`src/rtl/mux5_arbiter.sv`:
```
// ---------------------------------------------------------------------------
// mux5_arbiter
//   Control stage for the 5-input byte mux (mux5_8). Picks one of five byte
//   sources, drives the mux select for the whole grant, and moves that
//   source's bytes downstream in bursts over a valid/ready handshake. The
//   source whose byte was taken receives a one-hot ack in the transfer cycle.
//
//   Arbitration is round-robin by default. Define ARB_FIXED_PRIO_EN to get
//   fixed priority instead (source 0 highest, no rr pointer).
//
// Parameters
//   MAX_BURST  bytes per grant before forced re-arbitration (1..2**CNT_W)
//   CNT_W      burst counter width
//
// Ports
//   Clk        in   1  system clock, rising edge
//   Reset_n    in   1  asynchronous, active-low reset
//   req        in   5  source i has a byte on Din<i>; held until acked
//   last       in   5  current byte of source i ends its packet
//   out_ready  in   1  downstream accepts the mux output this cycle
//   select     out  3  mux select, binary 0..4
//   out_valid  out  1  mux output is valid
//   ack        out  5  one-hot ack to the source whose byte transferred
//   busy       out  1  high while a grant is active
//   drop_err   out  1  one-cycle pulse: granted source dropped req mid-burst
// ---------------------------------------------------------------------------
module mux5_arbiter #(
    parameter int MAX_BURST = 4,
    parameter int CNT_W     = 3
) (
    input  logic             Clk,
    input  logic             Reset_n,
    input  logic [4:0]       req,
    input  logic [4:0]       last,
    input  logic             out_ready,
    output logic [2:0]       select,
    output logic             out_valid,
    output logic [4:0]       ack,
    output logic             busy,
    output logic             drop_err
);

    // Count value on which the final byte of a full-length burst transfers.
    localparam logic [CNT_W-1:0] CNT_LAST = CNT_W'(MAX_BURST - 1);

    typedef enum logic {
        IDLE,
        GRANT
    } state_t;

    state_t           state;
    state_t           state_nxt;
    logic [2:0]       select_nxt;
    logic [CNT_W-1:0] burst_cnt;
    logic [CNT_W-1:0] cnt_nxt;
    logic [2:0]       winner;
    logic [2:0]       idx;
    logic             found;
    logic             req_sel;

    assign req_sel = req[select];

    // -----------------------------------------------------------------------
    // Winner selection
    // -----------------------------------------------------------------------
`ifdef ARB_FIXED_PRIO_EN
    always_comb begin
        winner = '0;
        found  = 1'b0;
        idx    = '0;
        for (int unsigned i = 0; i < 5; i++) begin
            idx = 3'(i);
            if (!found && req[idx]) begin
                winner = idx;
                found  = 1'b1;
            end
        end
    end
`else
    logic [2:0] rr_ptr;

    // Scan starts one past the last granted source and wraps modulo 5.
    always_comb begin
        winner = '0;
        found  = 1'b0;
        idx    = '0;
        for (int unsigned k = 1; k <= 5; k++) begin
            idx = 3'((32'(rr_ptr) + k) % 5);
            if (!found && req[idx]) begin
                winner = idx;
                found  = 1'b1;
            end
        end
    end

    always_ff @(posedge Clk or negedge Reset_n) begin
        if (!Reset_n) begin
            rr_ptr <= 3'd4;
        end else if (state == GRANT && state_nxt == IDLE) begin
            rr_ptr <= select;
        end
    end
`endif

    // -----------------------------------------------------------------------
    // FSM state register
    // -----------------------------------------------------------------------
    always_ff @(posedge Clk or negedge Reset_n) begin
        if (!Reset_n) begin
            state     <= IDLE;
            select    <= '0;
            burst_cnt <= '0;
        end else begin
            state     <= state_nxt;
            select    <= select_nxt;
            burst_cnt <= cnt_nxt;
        end
    end

    // -----------------------------------------------------------------------
    // FSM next-state and outputs
    // -----------------------------------------------------------------------
    always_comb begin
        state_nxt  = state;
        select_nxt = select;
        cnt_nxt    = burst_cnt;
        busy       = 1'b0;
        out_valid  = 1'b0;
        ack        = '0;
        drop_err   = 1'b0;
        unique case (state)
            IDLE: begin
                if (req != '0) begin
                    select_nxt = winner;
                    cnt_nxt    = '0;
                    state_nxt  = GRANT;
                end
            end
            GRANT: begin
                busy      = 1'b1;
                out_valid = req_sel;
                if (!req_sel) begin
                    drop_err  = 1'b1;
                    state_nxt = IDLE;
                end else if (out_ready) begin
                    ack = 5'(1) << select;
                    if (last[select] || burst_cnt == CNT_LAST) begin
                        state_nxt = IDLE;
                    end else begin
                        cnt_nxt = burst_cnt + 1'b1;
                    end
                end
            end
            default: state_nxt = IDLE;
        endcase
    end

endmodule

```
`config.mk`:
```
export PLATFORM = sky130hd
export DESIGN_NAME = mux5_arbiter
export DESIGN_NICKNAME = d
export VERILOG_FILES = /design/src/rtl/mux5_arbiter.sv
export SDC_FILE = /design/constraint.sdc
export NUM_CORES = 1
export LEC_CHECK = 0
export CAP_MARGIN = 15
export CORE_ASPECT_RATIO = 1.4
export CORE_MARGIN = 2
export CORE_UTILIZATION = 59
export DETAILED_ROUTE_END_ITERATION = 8
export GPL_TIMING_DRIVEN = 0
export PLACE_DENSITY = 0.85
export SLEW_MARGIN = 20
export SYNTH_ARGS = -nofsm -noshare
export SYNTH_HDL_FRONTEND = slang
export SYNTH_SLANG_ARGS = --single-unit
```
`constraint.sdc`:
```
create_clock -name Clk -period 5.5 [get_ports Clk]
set_input_delay 0.55 -clock Clk [delete_from_list [all_inputs] [get_ports Clk]]
set_output_delay 0.55 -clock Clk [all_outputs]
set_load 0.005 [all_outputs]
```
==> results of run 1 <==
[path summary, 6_finish.rpt]
kind,to,cells past startpoint,from
hold / removal,burst_cnt[2],2,burst_cnt[2]
setup / recovery,select[0],18,rr_ptr[0]
hold reg to reg,burst_cnt[2],2,burst_cnt[2]
setup reg to reg,select[0],18,rr_ptr[0]
min in group asynchronous,state,1,Reset_n
max in group asynchronous,rr_ptr[2],1,Reset_n
[kinds of logic after synthesis]
kind of cell	Yosys count	share of synthesized area [%]
AND/OR/NAND/NOR	105	23.3
adder cells (fa/ha/maj)	29	15.1
AO/OA/AOI/OAI	88	26.2
XOR/XNOR	8	3.94
multiplexers	24	14.5
buffers and inverters	38	6.70
flip-flops	10	10.3
[cells in the mapped netlist, types with 4 or more instances]
cell | instances | share of area [%]
nand2_1 | 27 | 4.1
o211ai_1 | 5 | 1.5
ha_1 | 28 | 14
mux2_2 | 8 | 3.7
clkbuf_1 | 10 | 1.5
dfrtp_1 | 9 | 9.2
xnor2_1 | 5 | 1.8
nand2b_1 | 4 | 1.0
mux2i_1 | 8 | 3.3
a21oi_1 | 16 | 3.3
or2_2 | 4 | 1.0
o21ai_0 | 18 | 3.7
buf_2 | 6 | 1.2
nor2b_1 | 5 | 1.3
inv_1 | 19 | 2.9
nor4_1 | 4 | 1.0
nand3_1 | 13 | 2.7
nor2_1 | 21 | 3.2
mux4_2 | 7 | 6.4
nor3_1 | 4 | 0.82
[flip-flops by register name (all words and copies together), names as in the netlist]
name	count
burst_cnt	3
rr_ptr	3
select	3
state	1
[cell type report]
cell class,instances,area (sq um),share of cell area (%)
inverter,20,77.6,2.78
clock buffer,4,55.1,1.98
sequential,10,251,9.03
multi-input combinational,254,2030,72.9
tap,43,53.8,1.93
timing repair buffer,23,230,8.26
buffer,18,86.3,3.10
[through the flow]
step / setup WS (ns) / util, % / hold slack, ns / instance area (sq um)
CTS: 0.821 / 70.5 / 0.483 / 2790
detailed placement: 0.904 / 69.1 / 0.472 / 2730
floorplan: 1.59 / - / 0.254 / 2450
finish: 0.781 / 70.5 / 0.476 / 2790
global route: 0.456 / 70.5 / 0.516 / 2790
global placement: 1.01 / 69.1 / 0.463 / 2730
[worst max-delay path: cells and delay by family, from the launching register on]
| family | cells | cell delay (ns) |
|---|---|---|
| compound gates | 7 | 1.57 |
| fa+ha+maj | 3 | 0.86 |
| xor+xnor | 1 | 0.39 |
| flops | 1 | 0.48 |
| buf+inv | 4 | 0.70 |
| simple gates | 3 | 0.64 |
[per-layer routing]
metal  track usage (%)  routed length [um]
met3              1.61                 291
met2              50.9                3350
met5                 0                   0
met4              16.0                 305
met1              33.8                2590
==> tab_implementation.tex, run 1 <==
\begin{tabular}{lr}
\hline
Metric & Value \\
\hline
\multicolumn{2}{l}{\textbf{Critical path}} \\
Highest cell delay on the worst timing path & 0.48 ns \\
Slowest CP cell & dfrtp\_1 \\
Setup slack on the worst flop-to-flop path & 0.78 ns \\
CP Max Fanout & 13 \\
Crit Path Class & flop to flop \\
Data required time of the worst path & 5.66 ns \\
WP data arrival & 4.88 ns \\
Kind of start point of the critical path & flop \\
Capturing element type of the critical path & flop \\
CP dominant cell by count & ha\_1 \\
Ordered list of cells on the worst path & buf\_2, inv\_1, buf\_2, ha\_1, ha\_1, nor2\_1, a21oi\_2, xnor2\_1, ha\_1, inv\_1, a222oi\_1, a2bb2oi\_2, or3b\_1, a211oi\_1, a21oi\_1, o31ai\_1, nand2\_1, a41oi\_1 \\
\multicolumn{2}{l}{\textbf{Global routing}} \\
Total overflow reported by the global router & 0 \\
Via count of the first global-routing pass & 2354 \\
Pin count of the biggest net entering global routing & 14 \\
GRT Resource Usage Total & 28.8\% \\
Wire length of the first global-routing pass & 10.7 mm \\
Initial antenna violation count & 0 \\
\multicolumn{2}{l}{\textbf{Logic synthesis}} \\
Synth async-reset ratio & 100\% \\
Most common flop cell mapped by yosys & dfrtp\_1 \\
Gate count of the mapped netlist & 302 \\
Net count of the mapped netlist & 344 \\
Sequential-to-total area share from yosys stat & 10.3\% \\
Mapped Area & 2450 sq um \\
Synthesized area per cell & 8.10 sq um \\
Distinct cell type count of the synthesized netlist & 79 \\
Number of enable flip-flop cells after synthesis & 0 \\
Flip-flop and latch count after synthesis & 10 \\
Warnings, synthesis & 0 \\
\multicolumn{2}{l}{\textbf{Timing}} \\
Min cycle time layout & 4.72 ns \\
Slew of the pin with the lowest slew margin & 0.748 ns \\
Unrepaired setup endpoints after global routing & false \\
Number of failing hold endpoints at the final stage & 0 \\
Fin Setup TNS & 0 ns \\
Maximum clock frequency & 0.212 GHz \\
Portion of the clock cycle consumed by the worst path in the final layout & 85.8\% \\
Worst-case headroom to the max-slew limit & 50.1\% \\
Final max-slew violation count & 0 \\
Maximum clock skew at final layout & 0.00519 ns \\
Setup violations, final & 0 \\
\multicolumn{2}{l}{\textbf{Final layout}} \\
Share of cells above drive strength 1 & 14.6\% \\
Area delta synth->final & 13.9\% \\
Most common cell after layout, fill and taps aside & ha\_1 \\
Final-stage net count & 372 \\
Fillcell total & 326 \\
Number of diodes & 0 \\
Commonest cells after routing, fill and taps aside & ha\_1, nand2\_1, clkdlybuf4s50\_1, nor2\_1, inv\_1 \\
Final non-filler cell total & 372 \\
\multicolumn{2}{l}{\textbf{Clock tree}} \\
Max Buffers Root-to-Sink & 2 \\
TritonCTS clock tree & built \\
Hold buffers post-CTS & 0 \\
Number of levels the H-tree was split into & 1 \\
Skew-Pair Late Insertion Delay & 0.25 ns \\
Number of buffers inserted to repair setup after CTS & 0 \\
Clock sinks & 10 \\
TritonCTS buffer count & 3 \\
Clock edge transition at the registers on the reported setup and hold paths & 0.05 ns \\
CTS root buf & clkbuf\_8 \\
Post-CTS sizing & 0 \\
\multicolumn{2}{l}{\textbf{Placed design}} \\
Half-perimeter wire length of the detailed placement result & 5.10 mm \\
Total instance count after detailed placement & 368 \\
Port Buffers & 23 \\
Placer's final routability congestion estimate & 0.909 \\
\multicolumn{2}{l}{\textbf{Route}} \\
First-pass iteration count of the detailed router & 4 \\
Remaining antenna violation count & 0 \\
DR vias & 2473 \\
Routed wire length & 6.53 mm \\
Post-DR wirelength/cell & 17.6 um \\
Vias/cell & 6.65 \\
Initial DRC Count & 170 \\
Drt drc & 0 \\
\multicolumn{2}{l}{\textbf{Die}} \\
X dimension of the die & 58.4 um \\
Chip Height & 80.2 um \\
Area inside the core boundary & 3950 sq um \\
Die area & 4690 sq um \\
Initial cell density of the core & 61.9\% \\
Number of placement rows & 27 \\
Top-level port count & 24 \\
\multicolumn{2}{l}{\textbf{Hold path}} \\
Min-delay worst type & flop to flop \\
\multicolumn{2}{l}{\textbf{Status}} \\
Outcome & complete, no violations \\
\multicolumn{2}{l}{\textbf{Flow run}} \\
Maxcap violations & 0 \\
\hline
\end{tabular}
Power of run 1 is not shown: default switching activity piles up to over one toggle a cycle in this logic, so the estimate is an artifact.
==> run 2, diff against run 1 <==
--- a/config.mk
+++ b/config.mk
@@ -8,10 +8,11 @@
 export CAP_MARGIN = 15
 export CORE_ASPECT_RATIO = 1.4
 export CORE_MARGIN = 2
-export CORE_UTILIZATION = 59
+export CORE_UTILIZATION = 60
+export CTS_BUF_LIST = sky130_fd_sc_hd__clkbuf_8
 export DETAILED_ROUTE_END_ITERATION = 8
 export GPL_TIMING_DRIVEN = 0
-export PLACE_DENSITY = 0.85
+export PLACE_DENSITY = 0.86
 export SLEW_MARGIN = 20
 export SYNTH_ARGS = -nofsm -noshare
 export SYNTH_HDL_FRONTEND = slang
==> run 2 against run 1 <==
- core utilization increased by 0.61 points
- clock skew down 0.00054 ns
- global-route usage rose by 0.40 points
- highest routed layer unchanged
==> tab_implementation.tex, run 2 (synthesis gave the netlist of run 1 again) <==
\begin{tabular}{lr}
\hline
Metric & Value \\
\hline
\multicolumn{2}{l}{\textbf{Clock tree}} \\
Number of buffers inserted to repair setup after CTS & 0 (unchanged) \\
Max Buffers Root-to-Sink & 2 (unchanged) \\
Clock sinks & 10 (unchanged) \\
Post-CTS sizing & 0 (unchanged) \\
Clock edge transition at the registers on the reported setup and hold paths & 0.05 ns (about the same) \\
TritonCTS clock tree & built \\
Hold buffers post-CTS & 0 (unchanged) \\
CTS root buf & clkbuf\_8 \\
Skew-Pair Late Insertion Delay & 0.24 ns (about the same) \\
TritonCTS buffer count & 3 (unchanged) \\
Number of levels the H-tree was split into & 1 (unchanged) \\
\multicolumn{2}{l}{\textbf{Die}} \\
Chip Height & 79.6 um (-0.80\%) \\
Initial cell density of the core & 62.5\% (+0.53 points) \\
Die area & 4610 sq um (-1.6\%) \\
Number of placement rows & 27 (unchanged) \\
Area inside the core boundary & 3920 sq um (-0.85\%) \\
Top-level port count & 24 (unchanged) \\
X dimension of the die & 58.0 um (-0.78\%) \\
\multicolumn{2}{l}{\textbf{Critical path}} \\
Data required time of the worst path & 5.66 ns (about the same) \\
CP Max Fanout & 13 (unchanged) \\
Capturing element type of the critical path & flop \\
WP data arrival & 4.84 ns (-0.04 ns) \\
Crit Path Class & flop to flop \\
Kind of start point of the critical path & flop \\
\multicolumn{2}{l}{\textbf{Global routing}} \\
Total overflow reported by the global router & 0 (unchanged) \\
Pin count of the biggest net entering global routing & 14 (unchanged) \\
Initial antenna violation count & 0 (unchanged) \\
GRT Resource Usage Total & 29.2\% (+0.40 points) \\
Wire length of the first global-routing pass & 10.8 mm (+0.71\%) \\
Via count of the first global-routing pass & 2422 (+2.9\%) \\
\multicolumn{2}{l}{\textbf{Route}} \\
Initial DRC Count & 136 (-20\%) \\
Remaining antenna violation count & 0 (unchanged) \\
First-pass iteration count of the detailed router & 5 (+1) \\
DR vias & 2514 (+1.7\%) \\
Vias/cell & 6.76 (+1.7\%) \\
Drt drc & 0 (unchanged) \\
Routed wire length & 6.54 mm (+0.15\%) \\
Post-DR wirelength/cell & 17.6 um (+0.15\%) \\
\multicolumn{2}{l}{\textbf{Final layout}} \\
Commonest cells after routing, fill and taps aside & ha\_1, nand2\_1, clkdlybuf4s50\_1, nor2\_1, inv\_1 \\
Area used by multi-input combinational logic & 2030 sq um (unchanged) \\
Final-stage net count & 372 (unchanged) \\
Number of diodes & 0 (unchanged) \\
Area delta synth->final & 13.9\% (unchanged) \\
Final non-filler cell total & 372 (unchanged) \\
Fillcell total & 294 (-9.8\%) \\
Share of cells above drive strength 1 & 14.6\% (unchanged) \\
Area occupied by registers & 251 sq um (unchanged) \\
Most common cell after layout, fill and taps aside & ha\_1 \\
Regs by FF count & burst\_cnt: 3 flops, rr\_ptr: 3 flops, select: 3 flops \\
\multicolumn{2}{l}{\textbf{Timing}} \\
Worst-case headroom to the max-slew limit & 50.4\% (+0.31 points) \\
Setup slack after layout & 0.816 ns (+0.0347 ns) \\
Fin Setup TNS & 0 ns (unchanged) \\
Setup violations, final & 0 (unchanged) \\
Number of failing hold endpoints at the final stage & 0 (unchanged) \\
Slew of the pin with the lowest slew margin & 0.743 ns (-0.00460 ns) \\
Final max-slew violation count & 0 (unchanged) \\
Maximum clock skew at final layout & 0.00465 ns (-0.000544 ns) \\
Portion of the clock cycle consumed by the worst path in the final layout & 85.2\% (-0.63 points) \\
Hold\_ws & 0.478 ns (+0.00245 ns) \\
Maximum clock frequency & 0.213 GHz (+0.74\%) \\
Unrepaired setup endpoints after global routing & false \\
Min cycle time layout & 4.68 ns (-0.0347 ns) \\
\multicolumn{2}{l}{\textbf{Placed design}} \\
Port Buffers & 23 (unchanged) \\
Pre-CTS WS & 0.887 ns (-0.0177 ns) \\
Total instance count after detailed placement & 368 (unchanged) \\
Placer's final routability congestion estimate & 0.953 (+4.9\%) \\
Half-perimeter wire length of the detailed placement result & 4.93 mm (-3.2\%) \\
\multicolumn{2}{l}{\textbf{Flow run}} \\
Maxcap violations & 0 (unchanged) \\
\multicolumn{2}{l}{\textbf{Hold path}} \\
Min-delay worst type & flop to flop \\
\multicolumn{2}{l}{\textbf{Status}} \\
Outcome & complete, no violations \\
\hline
\end{tabular}
==> run 2: area by class of cell <==
| cell class | count | area share, % |
|---|---|---|
| Sequential cell | 10 | 9.03 |
| Inverter | 20 | 2.78 |
| Multi-Input combinational cell | 254 | 72.9 |
| Clock buffer | 4 | 1.98 |
| Tap cell | 43 | 1.93 |
| Timing Repair Buffer | 23 | 8.26 |
| Buffer | 18 | 3.10 |
==> run 2: final timing paths <==
kind | cells after the start | slack (ns) | from | endpoint
max | 18 | 0.82 | rr_ptr[0] | select[0]
min | 2 | 0.48 | burst_cnt[2] | burst_cnt[2]
max reg2reg | 18 | 0.82 | rr_ptr[0] | select[0]
min reg2reg | 2 | 0.48 | burst_cnt[2] | burst_cnt[2]
max in group asynchronous | 1 | 4.51 | Reset_n | rr_ptr[2]
min in group asynchronous | 1 | 0.64 | Reset_n | rr_ptr[0]
==> run 2: worst max-delay path, cell delays in order, from the launching register on <==
cell and delay, ns:
dfrtp_1 0.50, buf_2 0.31, inv_1 0.12, buf_2 0.23
ha_1 0.38, ha_1 0.26, nor2_1 0.19, a21oi_2 0.09
xnor2_1 0.37, ha_1 0.22, inv_1 0.04, a222oi_1 0.33
a2bb2oi_2 0.18, or3b_1 0.38, a211oi_1 0.26, a21oi_1 0.13
o31ai_1 0.30, nand2_1 0.09, a41oi_1 0.21
==> run 2: stage by stage <==
stage	area (sq um)	util, %
2_1_floorplan	2450	-
3_3_place_gp	2730	69.7
3_5_place_dp	2730	69.7
4_1_cts	2790	71.1
5_1_grt	2790	71.1
6_report	2790	71.1
==> run 2: metal layers <==
layer	up-vias	track usage [%]	share of wire [%]
met5	-	0	0
met4	0	15.6	4.2
met3	27	1.30	4.8
met2	117	52.7	51
met1	1182	33.9	40
li1	1188	-	-
Power of run 2 is left out for the same reason.
==> run 3, diff against run 2 <==
--- a/config.mk
+++ b/config.mk
@@ -5,14 +5,14 @@
 export SDC_FILE = /design/constraint.sdc
 export NUM_CORES = 1
 export LEC_CHECK = 0
-export CAP_MARGIN = 15
+export CAP_MARGIN = 20
 export CORE_ASPECT_RATIO = 1.4
 export CORE_MARGIN = 2
-export CORE_UTILIZATION = 60
+export CORE_UTILIZATION = 55
 export CTS_BUF_LIST = sky130_fd_sc_hd__clkbuf_8
 export DETAILED_ROUTE_END_ITERATION = 8
 export GPL_TIMING_DRIVEN = 0
-export PLACE_DENSITY = 0.86
+export PLACE_DENSITY = 0.8
 export SLEW_MARGIN = 20
 export SYNTH_ARGS = -nofsm -noshare
 export SYNTH_HDL_FRONTEND = slang
==> run 3 against run 2 <==
- non-clock buffer count is the same
- die area up 8.5%
- core utilization down 4.9 points
- flip-flop and latch count stayed put
- count of clock-buffer cells in the layout stayed put
- largest cell class unchanged
==> tab_implementation.tex, run 3 (synthesis gave the netlist of run 1 again) <==
\begin{tabular}{lr}
\hline
Metric & Value \\
\hline
\multicolumn{2}{l}{\textbf{Global routing}} \\
Via count of the first global-routing pass & 2401 (-0.87\%) \\
Pin count of the biggest net entering global routing & 14 (unchanged) \\
GRT Resource Usage Total & 26.5\% (-2.8 points) \\
Wire length of the first global-routing pass & 10.7 mm (-0.96\%) \\
Initial antenna violation count & 0 (unchanged) \\
Total overflow reported by the global router & 0 (unchanged) \\
\multicolumn{2}{l}{\textbf{Route}} \\
Vias/cell & 6.26 (-7.3\%) \\
DR vias & 2436 (-3.1\%) \\
Initial DRC Count & 126 (-7.4\%) \\
Remaining antenna violation count & 0 (unchanged) \\
Post-DR wirelength/cell & 16.1 um (-8.5\%) \\
First-pass iteration count of the detailed router & 4 (-1) \\
Routed wire length & 6.26 mm (-4.3\%) \\
Drt drc & 0 (unchanged) \\
\multicolumn{2}{l}{\textbf{Final layout}} \\
Commonest cells after routing, fill and taps aside & ha\_1, nand2\_1, clkdlybuf4s50\_1, nor2\_1, inv\_1 \\
Final non-filler cell total & 389 (+4.6\%) \\
Regs by FF count & burst\_cnt: 3 flops, rr\_ptr: 3 flops, select: 3 flops \\
Share of cells above drive strength 1 & 14.6\% (unchanged) \\
Final-stage net count & 372 (unchanged) \\
Area delta synth->final & 14.7\% \\
Fillcell total & 375 (+28\%) \\
Share of the core filled with cells in the final layout & 66.2\% (-4.9 points) \\
Most common cell after layout, fill and taps aside & ha\_1 \\
Number of diodes & 0 (unchanged) \\
\multicolumn{2}{l}{\textbf{Timing}} \\
Min cycle time layout & 4.59 ns (-0.0932 ns) \\
Unrepaired setup endpoints after global routing & false \\
Final max-slew violation count & 0 (unchanged) \\
Maximum clock skew at final layout & 0.00517 ns (+0.000523 ns) \\
Worst-case headroom to the max-slew limit & 51.1\% (+0.64 points) \\
Setup violations, final & 0 (unchanged) \\
Maximum clock frequency & 0.218 GHz (+2.0\%) \\
Fin Setup TNS & 0 ns (unchanged) \\
Portion of the clock cycle consumed by the worst path in the final layout & 83.5\% (-1.7 points) \\
Number of failing hold endpoints at the final stage & 0 (unchanged) \\
Slew of the pin with the lowest slew margin & 0.734 ns (-0.00961 ns) \\
\multicolumn{2}{l}{\textbf{Placed design}} \\
Port Buffers & 23 (unchanged) \\
Total instance count after detailed placement & 385 (+4.6\%) \\
Half-perimeter wire length of the detailed placement result & 4.92 mm (-0.31\%) \\
Placer's final routability congestion estimate & 0.958 (+0.43\%) \\
\multicolumn{2}{l}{\textbf{Clock tree}} \\
Clock sinks & 10 (unchanged) \\
Clock edge transition at the registers on the reported setup and hold paths & 0.05 ns (about the same) \\
CTS root buf & clkbuf\_8 \\
Max Buffers Root-to-Sink & 2 (unchanged) \\
TritonCTS clock tree & built \\
Number of levels the H-tree was split into & 1 (unchanged) \\
Post-CTS sizing & 0 (unchanged) \\
Hold buffers post-CTS & 0 (unchanged) \\
TritonCTS buffer count & 3 (unchanged) \\
Number of buffers inserted to repair setup after CTS & 0 (unchanged) \\
Skew-Pair Late Insertion Delay & 0.24 ns (about the same) \\
\multicolumn{2}{l}{\textbf{Critical path}} \\
Crit Path Class & flop to flop \\
Worst R2R Start & rr\_ptr[0] \\
CP Max Fanout & 13 (unchanged) \\
R2r worst-path depth & 18 (unchanged) \\
Kind of start point of the critical path & flop \\
Buffers plus inverters on the worst setup path & 6 (+2) \\
Critical register-to-register path endpoint & select[2] \\
Data required time of the worst path & 5.65 ns (about the same) \\
Ordered list of cells on the worst path & buf\_2, inv\_1, buf\_2, ha\_1, buf\_2, inv\_1, ha\_1, inv\_1, ha\_1, nor3b\_1, o311ai\_0, a21boi\_0, a311o\_1, o32ai\_2, a21oi\_2, nor3b\_4, o21ai\_2, a311oi\_2 \\
Delay-heaviest family, CP & compound AO/OA/AOI/OAI gates \\
Capturing element type of the critical path & flop \\
Logic depth of the worst setup path including buffers & 18 (unchanged) \\
Setup slack on the worst flop-to-flop path & 0.91 ns (+0.09 ns) \\
WP data arrival & 4.74 ns (-0.10 ns) \\
Highest cell delay on the worst timing path & 0.47 ns (-0.03 ns) \\
Slowest CP cell & a21boi\_0 \\
\multicolumn{2}{l}{\textbf{Hold path}} \\
Hold path startpoint & burst\_cnt[2] \\
Hold path cells & 2 (unchanged) \\
Min-delay worst type & flop to flop \\
Capture endpoint of the worst hold path & burst\_cnt[2] \\
\multicolumn{2}{l}{\textbf{Die}} \\
Initial cell density of the core & 57.7\% (-4.7 points) \\
X dimension of the die & 60.4 um (+4.1\%) \\
Area inside the core boundary & 4240 sq um (+8.2\%) \\
Number of placement rows & 28 (+3.7\%) \\
Chip Height & 82.9 um (+4.2\%) \\
Die area & 5010 sq um (+8.5\%) \\
Top-level port count & 24 (unchanged) \\
\multicolumn{2}{l}{\textbf{Flow run}} \\
Maxcap violations & 0 (unchanged) \\
\multicolumn{2}{l}{\textbf{Status}} \\
Outcome & complete, no violations \\
\hline
\end{tabular}
## run 3: cell type report
type | instances | area [sq um] | area share (%)
Sequential cell | 10 | 251 | 8.96
Inverter | 20 | 77.6 | 2.76
Clock buffer | 4 | 55.1 | 1.96
Multi-Input combinational cell | 254 | 2030 | 72.4
Buffer | 18 | 86.3 | 3.07
Timing Repair Buffer | 23 | 230 | 8.20
Tap cell | 60 | 75.1 | 2.67
## run 3: per-layer routing
layer,global-route usage [%],vias to the layer above,wire length (um)
met3,1.40,21,199
met2,46.0,74,3290
met1,32.0,1153,2550
li1,-,1188,-
met5,0,-,0
met4,11.9,0,215
## run 3: metrics by stage
step           cell area (sq um)  hold slack, ns  setup WS, ns
2_1_floorplan               2450           0.254          1.59
3_3_place_gp                2750           0.463         0.987
3_5_place_dp                2750           0.472         0.953
4_1_cts                     2810           0.482         0.924
5_1_grt                     2810           0.501         0.606
6_report                    2810           0.482         0.909
## run 3: worst reg2reg max path: stages (launching register included)
cell and delay (ns):
dfrtp_1 0.46, buf_2 0.29, inv_1 0.13, buf_2 0.23, ha_1 0.38, buf_2 0.21
inv_1 0.24, ha_1 0.19, inv_1 0.04, ha_1 0.30, nor3b_1 0.06, o311ai_0 0.25
a21boi_0 0.47, a311o_1 0.20, o32ai_2 0.10, a21oi_2 0.24, nor3b_4 0.34, o21ai_2 0.10
a311oi_2 0.27
## run 3: worst max-delay path by stage
stage / startpoint / end
2_1_floorplan: rr_ptr[0] / select[0]
3_3_place_gp: rr_ptr[0] / select[0]
3_5_place_dp: rr_ptr[0] / select[0]
4_1_cts: rr_ptr[0] / select[0]
5_1_grt: rr_ptr[0] / select[0]
6_report: rr_ptr[0] / select[2]
Power of run 3 is left out for the same reason.
